<file path="config.mk">
export PLATFORM = sky130hd
export DESIGN_NAME = fetch_unit
export DESIGN_NICKNAME = d
export VERILOG_FILES = /design/src/rtl/fetch_unit.sv
export SDC_FILE = /design/constraint.sdc
export NUM_CORES = 1
export LEC_CHECK = 0
export CORE_MARGIN = 10
export CORE_UTILIZATION = 35
export DETAILED_ROUTE_END_ITERATION = 7
export SLEW_MARGIN = 5
export SYNTH_ARGS = -nofsm -noshare
export SYNTH_HDL_FRONTEND = slang
export SYNTH_SLANG_ARGS = --single-unit
</file>
<file path="constraint.sdc">
create_clock -name Clk -period 1.8 [get_ports Clk]
set_input_delay 0.18 -clock Clk [delete_from_list [all_inputs] [get_ports Clk]]
set_output_delay 0.18 -clock Clk [all_outputs]
set_load 0.03 [all_outputs]
</file>
<file path="src/rtl/fetch_unit.sv">
// Instruction fetch stage: issues one memory request at a time and delivers words into
// the IF/ID pipeline register. It honours decode back-pressure and discards responses after a jump.
module fetch_unit #(
  parameter int          ADD_WIDTH = 5,
  parameter logic [31:0] NOP_INSTR = 32'h00000013
) (
  input  logic                 Clk,
  input  logic                 Rst,
  input  logic [ADD_WIDTH-1:0] PC_in,
  output logic                 PC_Stall,
  input  logic                 Flush,
  output logic                 IMem_Req,
  output logic [ADD_WIDTH-1:0] IMem_Addr,
  input  logic                 IMem_Gnt,
  input  logic                 IMem_RValid,
  input  logic [31:0]          IMem_RData,
  input  logic                 ID_Stall,
  output logic                 IFID_Valid,
  output logic [31:0]          IFID_Instr,
  output logic [ADD_WIDTH-1:0] IFID_PC
);

  typedef enum logic [1:0] {
    IDLE = 2'd0,
    REQ  = 2'd1,
    WAIT = 2'd2,
    HOLD = 2'd3
  } state_t;

  state_t                 state_r, state_s;
  logic                   drop_r, drop_s;
  logic [ADD_WIDTH-1:0]   req_pc_r, req_pc_s;
  logic [ADD_WIDTH-1:0]   hold_pc_r, hold_pc_s;
  logic [31:0]            hold_instr_r, hold_instr_s;
  logic                   deliver_s;
  logic [31:0]            dlv_instr_s;
  logic [ADD_WIDTH-1:0]   dlv_pc_s;
  logic                   ifid_valid_s;
  logic [31:0]            ifid_instr_s;
  logic [ADD_WIDTH-1:0]   ifid_pc_s;

  assign IMem_Req  = (state_r == REQ);
  assign IMem_Addr = PC_in;
  assign PC_Stall  = ~(((state_r == REQ) && IMem_Gnt) || Flush);

  // Next-state, drop flag, hold buffer and delivery selection.
  always_comb begin
    state_s      = state_r;
    drop_s       = drop_r;
    req_pc_s     = req_pc_r;
    hold_pc_s    = hold_pc_r;
    hold_instr_s = hold_instr_r;
    deliver_s    = 1'b0;
    dlv_instr_s  = hold_instr_r;
    dlv_pc_s     = hold_pc_r;
    case (state_r)
      IDLE: state_s = REQ;
      REQ: begin
        if (IMem_Gnt) begin
          // A grant coinciding with a jump is still outstanding; its data gets dropped.
          req_pc_s = PC_in;
          drop_s   = Flush;
          state_s  = WAIT;
        end else begin
          state_s = REQ;
        end
      end
      WAIT: begin
        if (IMem_RValid) begin
          if (Flush || drop_r) begin
            drop_s  = 1'b0;
            state_s = REQ;
          end else if (!ID_Stall) begin
            deliver_s   = 1'b1;
            dlv_instr_s = IMem_RData;
            dlv_pc_s    = req_pc_r;
            state_s     = REQ;
          end else begin
            hold_instr_s = IMem_RData;
            hold_pc_s    = req_pc_r;
            state_s      = HOLD;
          end
        end else if (Flush) begin
          drop_s = 1'b1;
        end else begin
          state_s = WAIT;
        end
      end
      HOLD: begin
        if (Flush) begin
          state_s = REQ;
        end else if (!ID_Stall) begin
          deliver_s = 1'b1;
          state_s   = REQ;
        end else begin
          state_s = HOLD;
        end
      end
      default: state_s = IDLE;
    endcase
  end

  // IF/ID next value: jump kills, delivery loads, free decode without delivery bubbles.
  always_comb begin
    ifid_valid_s = IFID_Valid;
    ifid_instr_s = IFID_Instr;
    ifid_pc_s    = IFID_PC;
    if (Flush) begin
      ifid_valid_s = 1'b0;
      ifid_instr_s = NOP_INSTR;
    end else if (deliver_s) begin
      ifid_valid_s = 1'b1;
      ifid_instr_s = dlv_instr_s;
      ifid_pc_s    = dlv_pc_s;
    end else if (!ID_Stall) begin
      ifid_valid_s = 1'b0;
    end else begin
      ifid_valid_s = IFID_Valid;
    end
  end

  // State and pipeline registers.
  always_ff @(posedge Clk or negedge Rst) begin
    if (!Rst) begin
      state_r      <= IDLE;
      drop_r       <= 1'b0;
      req_pc_r     <= {ADD_WIDTH{1'b0}};
      hold_pc_r    <= {ADD_WIDTH{1'b0}};
      hold_instr_r <= 32'h0000_0000;
      IFID_Valid   <= 1'b0;
      IFID_Instr   <= NOP_INSTR;
      IFID_PC      <= {ADD_WIDTH{1'b0}};
    end else begin
      state_r      <= state_s;
      drop_r       <= drop_s;
      req_pc_r     <= req_pc_s;
      hold_pc_r    <= hold_pc_s;
      hold_instr_r <= hold_instr_s;
      IFID_Valid   <= ifid_valid_s;
      IFID_Instr   <= ifid_instr_s;
      IFID_PC      <= ifid_pc_s;
    end
  end

endmodule

</file>
==> impl_metrics.json <==
{
  "dr.pass1.iters": 4,
  "cp-end-kind": "output port",
  "core_area_sq_mm": 0.0108,
  "via_count": 2460,
  "grt_start_max_net_pins": 84,
  "syn_nets": 326,
  "synth_top_cell_by_area": "dfrtp_1",
  "seq_area_frac_synth": 0.542,
  "finalHoldViolations": 0,
  "drive_above_1_share": 0.209,
  "first_global_vias": 2791,
  "finalCritPeriodShare": 0.968,
  "crit_path_max_incr_delay_ns": 0.67,
  "antenna_found_initial": 0,
  "row_count": 38,
  "min_path_type": "input port to async pin",
  "status": "completed",
  "cp_max_fo": 2,
  "nNetsFinal": 416,
  "critical-path-top-delay-family": "buffers and inverters",
  "fp.dieArea_sq_mm": 0.0156,
  "syn_inst": 283,
  "cts_max_path_buffers": 2,
  "ios": 88,
  "max-slew-margin-rel": 0.706,
  "critPathLaunchType": "flop",
  "wl_mm": 8.51,
  "vdd_drop_max_mv": 0.486,
  "fmax_mhz": 574,
  "reg2regPathDepth": 4,
  "synth_area_leaders": "dfrtp_1 52%, mux2_4 12%, mux2i_1 11%, nand3b_1 5.9%, o21ai_0 4.2%",
  "rsz0062_at_grt": "no",
  "crit_type": "flop to output port",
  "die_h_um": 125,
  "grt_pass1_wl_mm": 14.8,
  "finClkSkew_ns": 0.0139,
  "die_w_um": 125,
  "crit_slowest_cell": "clkdlybuf4s50_1",
  "viasPerCell": 4.75,
  "syn_avg_cell_area_sq_um": 13.6,
  "gp_congestion": 0.764,
  "power.density_mw_per_mm2": 1180,
  "yosysUniqueCellTypes": 25,
  "worst_pin_slew_ns": 0.441,
  "min_period_ns": 1.74,
  "cts_root_buf": "clkbuf_8",
  "cp_cell_sequence": "clkdlybuf4s50_1",
  "postCtsSetupRepairBufs": 0,
  "r2r_setup_slack_ns": 0.23,
  "overflow": 0,
  "worst-path-buf-inv": 1,
  "wl_per_cell_um": 16.4,
  "clock_sinks": 83,
  "synth-seq-cells": 83,
  "clk_transition_reported_paths_ns": 0.08,
  "r2r_end": "hold_instr_r[0]",
  "syn_area_sq_mm": 0.00384,
  "detail-route-antenna-nets": 0,
  "setup-violations-final": 0,
  "drv_slew": 0,
  "ys_warn_count": 0,
  "area_growth_pct": 31.8,
  "cts_made_buffers": 9,
  "cts_tree": "yes",
  "grt_usage": 0.115,
  "n_antenna_cell": 0,
  "h-tree-depth": 3,
  "dp_hpwl_mm": 5.78,
  "yosysTopAreaCellShare": 0.522,
  "drt_iter0_drc": 169,
  "port_buffers": 87,
  "remaining_drc_errors": 0,
  "p_leak_nw": 2.42,
  "total_power_mw": 5.99,
  "worstPathArrival_ns": 1.56,
  "fin_worst_hold_slack_ns": 0.420,
  "drv_cap": 0,
  "worst_ep_required_time_ns": 1.62,
  "start_util": 0.356,
  "r2r_start": "state_r[1]",
  "clock_latency_ns": 0.35
}
[cell families (layout without fill, tap and decap cells)]
| kind of cell | Yosys count | count (layout) | synth area share |
|---|---|---|---|
| simple gates | 49 | 49 | 0.0851 |
| mux | 83 | 83 | 0.259 |
| compound gates | 42 | 42 | 0.0567 |
| buf+inv | 26 | 121 | 0.0567 |
| flops | 83 | 83 | 0.542 |
[per-stage QoR]
stage / instances / setup TNS (ns) / worst slack, ns / area, sq um / utilization
CTS: 518 / 0 / 0.0212 / 5060 / 0.469
floorplan: 283 / 0 / 0.253 / 3840 / -
global route: 518 / 0 / 0.0125 / 5060 / 0.469
global placement: 501 / 0 / 0.0178 / 4840 / 0.449
finish: 518 / 0 / 0.0582 / 5060 / 0.469
detailed placement: 501 / -0.0137 / -0.0137 / 4840 / 0.449
[layout by cell type (no fill, tap or decap), types with 2 or more instances in the layout]
cell / synthesis / final
a21oi_1: 5 / 5
buf_12: 3 / 4
buf_4: 5 / 13
bufinv_16: 0 / 2
clkbuf_1: 8 / 2
clkbuf_8: 0 / 9
clkdlybuf4s50_1: 0 / 84
clkinv_2: 0 / 2
dfrtp_1: 80 / 80
dfstp_2: 3 / 3
inv_1: 2 / 2
mux2_2: 12 / 12
mux2_4: 30 / 30
mux2i_1: 41 / 41
nand2_1: 7 / 7
nand3b_1: 30 / 30
nor2_1: 6 / 6
o21ai_0: 32 / 32
o21ai_1: 4 / 4
[per-layer routing]
layer | track usage | routed length, um | up-vias
li1 | - | - | 1182
met5 | 0 | 0 | -
met1 | 0.150 | 4100 | 1210
met2 | 0.172 | 3800 | 57
met4 | 0.0411 | 106 | 0
met3 | 0.0383 | 505 | 11
[power by group]
group,internal [mW],switching [mW],leakage (nW)
clock,0.779,0.657,0.103
combinational,1.03,0.829,1.21
sequential,2.39,0.312,1.10
[state kept, by name, summed over array words and instances (netlist names)]
signal        count
IFID_Instr       32
IFID_PC           5
IFID_Valid        1
drop_r            1
hold_instr_r     32
hold_pc_r         5
req_pc_r          5
state_r           2
[how the worst max path moves through the flow]
stage                   from                to  slack [ns]  cells after the start
2_1_floorplan     state_r[0]  hold_instr_r[10]        0.25                      6
3_3_place_gp           Flush      hold_pc_r[4]        0.02                      5
3_5_place_dp           Flush   hold_instr_r[0]       -0.01                      5
4_1_cts        IFID_Instr[1]     IFID_Instr[1]        0.02                      1
5_1_grt        IFID_Instr[1]     IFID_Instr[1]        0.01                      1
6_report       IFID_Instr[1]     IFID_Instr[1]        0.06                      1
[area by class of cell]
type                       count  area, sq um
timing repair buffer         103         1040
fill                        1037         5730
clock buffer                  11          131
multi-input combinational    174         1550
sequential                    83         2080
clock inverter                 5         77.6
tap                          140          175
inverter                       2         7.51
[synthesized netlist by cell type, drive strengths merged]
| cell type | n |
|---|---|
| inv | 2 |
| nor2b | 2 |
| dfstp | 3 |
| and2b | 1 |
| buf | 16 |
| nand2 | 7 |
| o211ai | 1 |
| a21oi | 5 |
| o21ai | 36 |
| and4 | 1 |
| nor2 | 6 |
| clkbuf | 8 |
| dfrtp | 80 |
| nand4 | 1 |
| mux2i | 41 |
| nand3b | 30 |
| nor3b | 1 |
| mux2 | 42 |
[repair_timing]
item                                    4_1_cts  5_1_grt
endpoints found under the hold margin        80        0
hold buffers                                  1        0
gates resized for setup                       1        1
endpoints found under the setup margin        1        1
Power figures use the tool's default switching activity.
